### config.mk
export PLATFORM = sky130hd
export DESIGN_NAME = pc_fetch_gen
export DESIGN_NICKNAME = d
export VERILOG_FILES = /design/src/rtl/pc_fetch_gen.sv
export SDC_FILE = /design/constraint.sdc
export NUM_CORES = 1
export LEC_CHECK = 0
export CAP_MARGIN = 10
export CELL_PAD_IN_SITES_DETAIL_PLACEMENT = 0
export CELL_PAD_IN_SITES_GLOBAL_PLACEMENT = 1
export CORE_MARGIN = 10
export CORE_UTILIZATION = 31
export CTS_BUF_LIST = sky130_fd_sc_hd__clkbuf_8
export CTS_CLUSTER_SIZE = 12
export DETAILED_ROUTE_END_ITERATION = 16
export GPL_ROUTABILITY_DRIVEN = 1
export PLACE_DENSITY_LB_ADDON = 0.1
export SLEW_MARGIN = 40
export SYNTH_ARGS = -nofsm -noshare
export SYNTH_HDL_FRONTEND = slang
export SYNTH_SLANG_ARGS = --single-unit
export TNS_END_PERCENT = 1
### constraint.sdc
create_clock -name clk -period 2.3 [get_ports clk]
set_input_delay 0.345 -clock clk [delete_from_list [all_inputs] [get_ports clk]]
set_output_delay 0.345 -clock clk [all_outputs]
set_load 0.01 [all_outputs]
### src/rtl/pc_fetch_gen.sv
// pc_fetch_gen -- program-counter generator for the head of the IF stage.
//
// Holds the current PC and issues a fetch request to instruction memory.
// The PC advances only when a request is accepted (RUN state, ack high,
// stall[0] low). Branches that arrive while the PC cannot advance are
// latched as a pending redirect and applied on the next accepted fetch.
// CP0 redirects (exceptions / ERET) win over everything and pass through a
// one-cycle FLUSH state with the request dropped.
//
// Build option (macro PC_MISALIGN_TRAP_EN):
//   defined   - redirect targets are loaded unchanged. A misaligned PC
//               raises adel_o, captures badaddr_o and blocks fetch_req_o
//               until a cp0 redirect or reset.
//   undefined - redirect targets are force-aligned to INST_BYTES, and
//               adel_o / badaddr_o are tied to 0.
//
// Parameters:
//   ADDR_W     PC / address width
//   RESET_VEC  PC loaded on reset
//   INST_BYTES sequential increment (power of two)
//   STALL_W    stall vector width (only bit 0 is used)
//
// Ports:
//   clk, rst            clock, synchronous active-high reset
//   stall               stall vector, bit 0 freezes PC advance
//   branch_flag_i/target_i  branch redirect request and target
//   cp0_flag_i/addr_i   exception / ERET redirect and target
//   fetch_ack_i         instruction memory accepted the request
//   fetch_req_o         fetch request valid
//   fetch_addr_o        fetch address (same as pc_o)
//   pc_o                current PC
//   pc_valid_o          pulse in the cycle after an accepted fetch
//   redirect_pending_o  a branch redirect is latched, not yet applied
//   adel_o, badaddr_o   misaligned fetch exception and offending address
module pc_fetch_gen #(
  parameter int unsigned        ADDR_W     = 32,
  parameter logic [ADDR_W-1:0]  RESET_VEC  = ADDR_W'(32'hBFC00000),
  parameter int unsigned        INST_BYTES = 4,
  parameter int unsigned        STALL_W    = 6
) (
  input  logic               clk,
  input  logic               rst,
  input  logic [STALL_W-1:0] stall,
  input  logic               branch_flag_i,
  input  logic [ADDR_W-1:0]  branch_target_i,
  input  logic               cp0_flag_i,
  input  logic [ADDR_W-1:0]  cp0_addr_i,
  input  logic               fetch_ack_i,
  output logic               fetch_req_o,
  output logic [ADDR_W-1:0]  fetch_addr_o,
  output logic [ADDR_W-1:0]  pc_o,
  output logic               pc_valid_o,
  output logic               redirect_pending_o,
  output logic               adel_o,
  output logic [ADDR_W-1:0]  badaddr_o
);

  localparam logic [1:0] S_BOOT  = 2'd0;
  localparam logic [1:0] S_RUN   = 2'd1;
  localparam logic [1:0] S_FLUSH = 2'd2;

  // Byte-offset bits within one instruction, and the sequential step.
  localparam logic [ADDR_W-1:0] LOW_MASK = ADDR_W'(INST_BYTES - 1);
  localparam logic [ADDR_W-1:0] STEP     = ADDR_W'(INST_BYTES);

  logic [1:0]        r_state;
  logic [ADDR_W-1:0] r_pc;
  logic              r_pend_vld;
  logic [ADDR_W-1:0] r_pend_tgt;
  logic              r_pc_valid;

  logic [ADDR_W-1:0] w_br_tgt;
  logic [ADDR_W-1:0] w_cp0_tgt;
  logic              w_misaligned;
  logic              w_req;
  logic              w_advance;

  logic [1:0]        w_state_nxt;
  logic [ADDR_W-1:0] w_pc_nxt;
  logic              w_pc_redirect;
  logic              w_pend_vld_nxt;
  logic [ADDR_W-1:0] w_pend_tgt_nxt;
  logic              w_pc_valid_nxt;

  // Only stall[0] matters to this stage; the rest of the vector is ignored.
  logic              w_stall_unused;
  assign w_stall_unused = ^stall;

`ifdef PC_MISALIGN_TRAP_EN
  assign w_br_tgt     = branch_target_i;
  assign w_cp0_tgt    = cp0_addr_i;
  assign w_misaligned = |(r_pc & LOW_MASK);
`else
  assign w_br_tgt     = branch_target_i & ~LOW_MASK;
  assign w_cp0_tgt    = cp0_addr_i & ~LOW_MASK;
  assign w_misaligned = 1'b0;
`endif

  assign w_req     = (r_state == S_RUN) && !w_misaligned;
  assign w_advance = w_req && fetch_ack_i && !stall[0];

  // Redirect priority: cp0 > pending branch > new branch > sequential.
  // A branch that cannot be taken this cycle (no advance, or the pending
  // slot is being consumed) goes into the pending slot, newest wins.
  always_comb begin
    w_state_nxt    = S_RUN;
    w_pc_nxt       = r_pc;
    w_pc_redirect  = 1'b0;
    w_pend_vld_nxt = r_pend_vld;
    w_pend_tgt_nxt = r_pend_tgt;
    w_pc_valid_nxt = 1'b0;

    if (cp0_flag_i) begin
      w_state_nxt    = S_FLUSH;
      w_pc_nxt       = w_cp0_tgt;
      w_pc_redirect  = 1'b1;
      w_pend_vld_nxt = 1'b0;
    end else if (w_advance && r_pend_vld) begin
      w_pc_nxt       = r_pend_tgt;
      w_pc_redirect  = 1'b1;
      w_pc_valid_nxt = 1'b1;
      w_pend_vld_nxt = branch_flag_i;
      if (branch_flag_i) begin
        w_pend_tgt_nxt = w_br_tgt;
      end
    end else if (w_advance && branch_flag_i) begin
      w_pc_nxt       = w_br_tgt;
      w_pc_redirect  = 1'b1;
      w_pc_valid_nxt = 1'b1;
    end else if (w_advance) begin
      w_pc_nxt       = r_pc + STEP;
      w_pc_valid_nxt = 1'b1;
    end else if (branch_flag_i) begin
      w_pend_vld_nxt = 1'b1;
      w_pend_tgt_nxt = w_br_tgt;
    end
  end

  always_ff @(posedge clk) begin
    if (rst) begin
      r_state    <= S_BOOT;
      r_pc       <= RESET_VEC;
      r_pend_vld <= 1'b0;
      r_pend_tgt <= '0;
      r_pc_valid <= 1'b0;
    end else begin
      r_state    <= w_state_nxt;
      r_pc       <= w_pc_nxt;
      r_pend_vld <= w_pend_vld_nxt;
      r_pend_tgt <= w_pend_tgt_nxt;
      r_pc_valid <= w_pc_valid_nxt;
    end
  end

`ifdef PC_MISALIGN_TRAP_EN
  logic [ADDR_W-1:0] r_badaddr;

  // Sequential steps keep alignment, so only a redirect can misalign the PC.
  always_ff @(posedge clk) begin
    if (rst) begin
      r_badaddr <= '0;
    end else if (w_pc_redirect && |(w_pc_nxt & LOW_MASK)) begin
      r_badaddr <= w_pc_nxt;
    end
  end

  assign adel_o    = w_misaligned;
  assign badaddr_o = r_badaddr;
`else
  logic w_redirect_unused;
  assign w_redirect_unused = w_pc_redirect;

  assign adel_o    = 1'b0;
  assign badaddr_o = '0;
`endif

  assign fetch_req_o        = w_req;
  assign fetch_addr_o       = r_pc;
  assign pc_o               = r_pc;
  assign pc_valid_o         = r_pc_valid;
  assign redirect_pending_o = r_pend_vld;

endmodule

==> impl_metrics.csv, run 1 <==
group,metric,value,unit
detailed_routing,ant_nets,0,
placed_design,dp_hpwl,12200,um
floorplan,boundaryPins,175,
floorplan,fp.dieW,137,um
cells_and_area,drive_gt1_share,11.3,%
sta,setup_viol,0,
detailed_routing,drt_first_pass_iters,4,
detailed_routing,drtIter0Drc,338,
cells_and_area,fin_area,5910,um2
logic_synthesis,synth.ff_latch_count,66,
setup_path,worstSetupStartpointType,"register",
grt,grt_pass1_wl,24500,um
clock_tree,root_buffer,"clkbuf_8",
detailed_routing,routedWlPerCell,18.3,um
hold_path,hp-class,"in -> reg",
cells_and_area,multi_input_area,2380,um2
outcome,status,"completed",
cells_and_area,seq_area,1320,um2
sta,max_freq,0.477,GHz
power_and_ir_drop,cellPowerDensity,509,nW/um2
sta,tightest_slew,0.551,ns
sta,relSlewSlack,62.9,%
floorplan,dieArea,18800,um2
grt,antenna_found_initial,0,
sta,fin_crit_sh,91.1,%
logic_synthesis,yosysUniqueCellTypes,59,
cells_and_area,final_core_util,44.3,%
logic_synthesis,synthCells,582,
logic_synthesis,avgSynthCellArea,7.32,um2
logic_synthesis,seq_area_frac_synth,31.0,%
placed_design,placed_cell_area,5720,um2
sta,whs,0.387,ns
cells_and_area,syn2layout_area_growth,38.8,%
setup_path,critical_path_buf_inv_count,0,
clock_tree,cts.repair.resized,0,
clock_tree,clk_latency,0.36,ns
floorplan,num_rows,42,
placed_design,dpl.cell_count,871,
detailed_routing,route.detailed.drc,0,
placed_design,pre_cts_ws,-0.0516,ns
clock_tree,ctsHtreeMaxLevel,3,
logic_synthesis,netlist_area,4260,um2
cells_and_area,stdcell_count,887,
power_and_ir_drop,p_leak,2.24,nW
setup_path,worstPathArrival,2.35,ns
sta,finalSetupTns,0,ns
grt,grtUsageTotal,16.7,%
grt,grt_pass1_vias,4371,
clock_tree,cts_buffers,9,
cells_and_area,nFillCells,1411,
power_and_ir_drop,p_total,3.01,mW
grt,grt.overflow.total,0,
setup_path,critPathKind,"reg -> reg",
setup_path,path_max_fanout,10,
clock_tree,clk_pin_slew,0.07,ns
cells_and_area,layout.nets,782,
logic_synthesis,synth-async-reset-ratio,0,%
floorplan,core_area,13300,um2
sta,final_max_slew_viol_count,0,
setup_path,worstPathCellList,"nand3_4, or4_4, nor3_1, xor2_1, a311o_1",
floorplan,dieHeight,137,um
clock_tree,post_cts_buffers,0,
sta,fin_skew,0.00745,ns
setup_path,r2r_slack,0.20,ns
sta,rsz0062_at_grt,"false",
sta,fin_crit,2.10,ns
logic_synthesis,ys_warn_count,0,
sta,hold_viol_final,0,
setup_path,timing.critical_path.slowest_cell_delay,0.65,ns
detailed_routing,drt-total-wl,16200,um
setup_path,path_delay_family,"simple AND/OR/NAND/NOR gates",
cells_and_area,antenna_cells,0,
clock_tree,clockBufferDepth,2,
setup_path,cp_data_required_time,2.55,ns
floorplan,start_util,31.9,%
grt,grt_max_degree,66,
logic_synthesis,synth_ff_type,"dfxtp_1",
flow_run,max-cap-violations,0,
power_and_ir_drop,ir_worst_vdd,0.212,mV
clock_tree,cts_tree,"yes",
clock_tree,cts.sinks,66,
setup_path,slowest_stage,"or4_4",
detailed_routing,vias,4462,
placed_design,numPortBuffers,132,
clock_tree,hold_buffers,0,
detailed_routing,routed_via_density,5.03,
placed_design,gp_routability_congestion,0.855,
logic_synthesis,synth_edf_count,0,
setup_path,crit_path_end_kind,"register",
sta,worst_slack,0.205,ns
-- sequential cells by signal (all words and copies together), names as in the netlist --
signal and count:
fetch_addr_o 32, r_pend_tgt 30, r_state 2, pc_valid_o 1
redirect_pending_o 1
-- cell usage after synthesis, types with 4 or more instances --
master / instances / share of area [%]
nand2_1: 116 / 10
buf_4: 68 / 12
dfxtp_1: 66 / 31
a21oi_1: 56 / 6.6
o21ai_0: 32 / 3.8
nor2_1: 30 / 2.6
clkbuf_1: 27 / 2.4
nor3_1: 17 / 2.0
inv_1: 11 / 0.97
nand3_1: 11 / 1.3
o211ai_1: 11 / 1.9
a221oi_1: 10 / 2.1
a31oi_1: 8 / 1.2
nand3b_1: 8 / 1.4
nor4_1: 6 / 0.88
o22ai_1: 6 / 0.88
a211oi_1: 5 / 0.88
mux2i_1: 5 / 1.2
nor2b_1: 5 / 0.73
xnor2_1: 5 / 1.0
a21boi_0: 4 / 0.70
a221o_1: 4 / 0.94
and3_1: 4 / 0.59
buf_1: 4 / 0.35
buf_2: 4 / 0.47
nand4_1: 4 / 0.59
xor2_1: 4 / 0.82
-- cell type report --
type	count	area share [%]
clock buffers	11	2.56
clock inverters	5	0.783
inverters	11	0.698
multi-input cells	433	40.3
flip-flops and latches	66	22.4
well taps	176	3.72
repair buffers	185	29.6
-- power by group --
part           internal (mW)  switching [mW]
Sequential              1.20          0.0613
Combinational          0.368           0.348
Clock                  0.547           0.481
Total                   2.12           0.890
-- metal layers --
metal	global-route usage [%]	vias up	part of all wire, %
li1	-	2210	-
met1	22.7	2080	48
met2	25.1	149	44
met3	3.64	23	6.7
met4	6.32	0	1.9
met5	0	-	0
-- cells by family after synthesis --
kind of cell             Yosys count  synth area share, %
AO/OA/AOI/OAI                    159                 23.7
XOR/XNOR                           9                 1.85
adder cells (fa/ha/maj)            1                0.294
buffers and inverters            115                 16.4
flip-flops                        66                 31.0
multiplexers                       6                 1.44
other                              1               0.0880
AND/OR/NAND/NOR                  225                 25.2
-- cells in the final DEF (no fill, tap or decap), types with 4 or more instances in the layout --
cell / synthesis / layout
clkdlybuf4s50_1: 0 / 131
nand2_1: 116 / 116
dfxtp_1: 66 / 65
a21oi_1: 56 / 56
buf_4: 68 / 50
conb_1: 1 / 33
o21ai_0: 32 / 32
nor2_1: 30 / 30
nor3_1: 17 / 17
inv_1: 11 / 14
nand3_1: 11 / 11
o211ai_1: 11 / 11
clkbuf_8: 0 / 11
a221oi_1: 10 / 10
nand3b_1: 8 / 8
a31oi_1: 8 / 8
nor4_1: 6 / 6
o22ai_1: 6 / 6
nor2b_1: 5 / 5
mux2i_1: 5 / 5
a211oi_1: 5 / 5
xnor2_1: 5 / 5
nand4_1: 4 / 4
a221o_1: 4 / 4
xor2_1: 4 / 4
a21boi_0: 4 / 4
and3_1: 4 / 4
-- worst paths after layout --
check | start | endpoint | cells after the start
hold / removal | rst | fetch_addr_o[19] | 2
setup reg to reg | fetch_addr_o[9] | fetch_addr_o[26] | 5
hold reg to reg | r_pend_tgt[2] | r_pend_tgt[2] | 2
setup / recovery | fetch_addr_o[9] | fetch_addr_o[26] | 5
Note: power is estimated with default switching activity, not from simulation.
==> run 2: changes to the inputs <==
--- a/config.mk
+++ b/config.mk
@@ -9,7 +9,7 @@
 export CELL_PAD_IN_SITES_DETAIL_PLACEMENT = 0
 export CELL_PAD_IN_SITES_GLOBAL_PLACEMENT = 1
 export CORE_MARGIN = 10
-export CORE_UTILIZATION = 31
+export CORE_UTILIZATION = 28
 export CTS_BUF_LIST = sky130_fd_sc_hd__clkbuf_8
 export CTS_CLUSTER_SIZE = 12
 export DETAILED_ROUTE_END_ITERATION = 16
==> constraint.sdc (replaced) <==
create_clock -name clk -period 1.84 [get_ports clk]
set_input_delay 0.276 -clock clk [delete_from_list [all_inputs] [get_ports clk]]
set_output_delay 0.276 -clock clk [all_outputs]
set_load 0.01 [all_outputs]
==> impl_metrics.csv, run 2 (synthesis results as in run 1) <==
group,metric,value,unit
sta,fin_crit,1.89,ns
setup_path,path_max_fanout,10,
cells_and_area,final_cell_mix,"clkdlybuf4s50_1 (128), nand2_1 (116), buf_4 (83)",
outcome,violations,"setup timing",
sta,setup_viol,2,
sta,worst_slack,-0.0488,ns
grt,busiest_layer,"met2",
cells_and_area,drive_gt1_share,19.5,%
clock_tree,hold_buffers,0,
power_and_ir_drop,cellPowerDensity,614,nW/um2
grt,grt_pass1_vias,4421,
outcome,status,"finished with violations",
floorplan,num_rows,45,
setup_path,critical_path_buf_inv_count,0,
floorplan,boundaryPins,175,
placed_design,gp_routability_congestion,0.874,
power_and_ir_drop,switching_power,1.14,mW
cells_and_area,nFillCells,1525,
grt,use_met2,24.0,%
sta,fin_skew,0.00844,ns
grt,met3_usage,2.38,%
sta,fin_crit_sh,103,%
setup_path,path_delay_family,"simple AND/OR/NAND/NOR gates",
cells_and_area,syn2layout_area_growth,50.1,%
placed_design,dpl.cell_count,920,
hold_path,hp-class,"in -> reg",
power_and_ir_drop,power_switching_share,29.2,%
placed_design,pre_cts_ws,-0.439,ns
floorplan,start_util,28.3,%
setup_path,worstPathCellList,"ha_4, nand3_4, or4_4, nor3_2, xor2_1, a311o_1",
cells_and_area,final_core_util,42.6,%
cells_and_area,final_common_cell,"clkdlybuf4s50_1",
power_and_ir_drop,p_int,2.78,mW
setup_path,crit_path_end_kind,"register",
grt,grt_pass1_wl,25700,um
grt,grt.overflow.total,0,
detailed_routing,routed_via_density,4.93,
clock_tree,cts.sinks,66,
setup_path,timing.critical_path.slowest_cell_delay,0.52,ns
detailed_routing,drt-total-wl,17300,um
clock_tree,clk_latency,0.37,ns
sta,max_freq,0.529,GHz
clock_tree,cts_tree,"yes",
cells_and_area,stdcell_count,937,
setup_path,worstPathArrival,2.14,ns
clock_tree,cts_buffers,9,
setup_path,worstSetupStartpointType,"register",
floorplan,dieHeight,143,um
setup_path,critPathKind,"reg -> reg",
setup_path,cp_data_required_time,2.09,ns
power_and_ir_drop,pwr-share-clk,34.8,%
power_and_ir_drop,ir_worst_vdd,0.259,mV
cells_and_area,largest_reg_flops,32,
detailed_routing,drtIter0Drc,305,
clock_tree,root_buffer,"clkbuf_8",
floorplan,dieArea,20600,um2
sta,hold_viol_final,0,
power_and_ir_drop,p_leak,2.51,nW
sta,rsz0062_at_grt,"true",
setup_path,slowest_stage,"or4_4",
grt,grtUsageTotal,16.1,%
flow_run,max-cap-violations,0,
clock_tree,clk_pin_slew,0.08,ns
power_and_ir_drop,combinationalPowerShare,25.2,%
floorplan,fp.dieW,143,um
sta,finalSetupTns,-0.0970,ns
grt,antenna_found_initial,0,
detailed_routing,route.detailed.drc,0,
placed_design,dp_hpwl,13500,um
placed_design,numPortBuffers,132,
cells_and_area,layout.nets,820,
detailed_routing,vias,4621,
detailed_routing,ant_nets,0,
cells_and_area,antenna_cells,0,
sta,final_max_slew_viol_count,0,
grt,grt_max_degree,34,
sta,tightest_slew,0.540,ns
clock_tree,ctsHtreeMaxLevel,3,
clock_tree,clockBufferDepth,2,
power_and_ir_drop,p_total,3.93,mW
power_and_ir_drop,seqPwrFrac,40.1,%
floorplan,core_area,15000,um2
detailed_routing,routedWlPerCell,18.5,um
detailed_routing,drt_first_pass_iters,7,
grt,grt_util_met1,23.1,%
sta,relSlewSlack,64.0,%
-- run 2: cell count changes in the layout (fill, tap and decap cells not counted), moves of 3 or more --
cell / before / now
a221oi_2: 0 / 3
nor4_1: 6 / 3
buf_6: 0 / 3
dlymetal6s2s_1: 0 / 3
a221oi_1: 10 / 7
clkdlybuf4s50_1: 131 / 128
dfxtp_2: 1 / 10
dfxtp_4: 0 / 5
dfxtp_1: 65 / 51
buf_4: 50 / 83
-- run 2: layout make-up --
type	count	area, um2	area share [%]
clock buffers	13	179	2.80
clock inverters	3	37.5	0.587
multi-input cells	433	2470	38.6
well taps	188	235	3.68
repair buffers	223	2080	32.5
inverters	11	41.3	0.645
flip-flops and latches	66	1350	21.1
-- run 2: through the flow --
stage          cell area (um2)  hold slack [ns]
6_report                  6400            0.352
3_5_place_dp              6090            0.443
5_1_grt                   6400            0.374
4_1_cts                   6310            0.328
2_1_floorplan             4440            0.385
3_3_place_gp              6090            0.439
-- run 2: metal layers --
metal / up-vias / routed length (um)
met5: - / 0
met4: 0 / 256
met3: 15 / 866
met2: 163 / 7650
met1: 2155 / 8570
li1: 2288 / -
-- run 2: timing repair --
item,CTS,global route
setup buffers,0,1
pin swaps,1,3
hold endpoints to repair,0,0
resized for setup,3,18
endpoints found under the setup margin,6,23
-- run 2: power groups by stage --
stage / Sequential [mW] / Combinational [mW] / Clock [mW]
floorplan: 1.63 / 0.472 / 0
global placement: 1.61 / 0.972 / 0
detailed placement: 1.61 / 0.976 / 0
CTS: 1.57 / 0.981 / 1.39
global route: 1.58 / 1.07 / 1.46
finish: 1.57 / 0.988 / 1.36
-- run 2: worst paths after layout --
kind	start	end	slack [ns]	depth (start not counted)
hold reg to reg	r_pend_tgt[2]	r_pend_tgt[2]	0.45	2
setup reg to reg	fetch_addr_o[3]	fetch_addr_o[26]	-0.05	6
hold / removal	rst	fetch_addr_o[18]	0.35	2
setup / recovery	fetch_addr_o[3]	fetch_addr_o[26]	-0.05	6
==> run 3: changes to the inputs <==
--- a/config.mk
+++ b/config.mk
@@ -15,7 +15,7 @@
 export DETAILED_ROUTE_END_ITERATION = 16
 export GPL_ROUTABILITY_DRIVEN = 1
 export PLACE_DENSITY_LB_ADDON = 0.1
-export SLEW_MARGIN = 40
+export SLEW_MARGIN = 10
 export SYNTH_ARGS = -nofsm -noshare
 export SYNTH_HDL_FRONTEND = slang
 export SYNTH_SLANG_ARGS = --single-unit
==> results of run 3 <==
The final DEF is identical to that of run 2; final timing and power are the same.
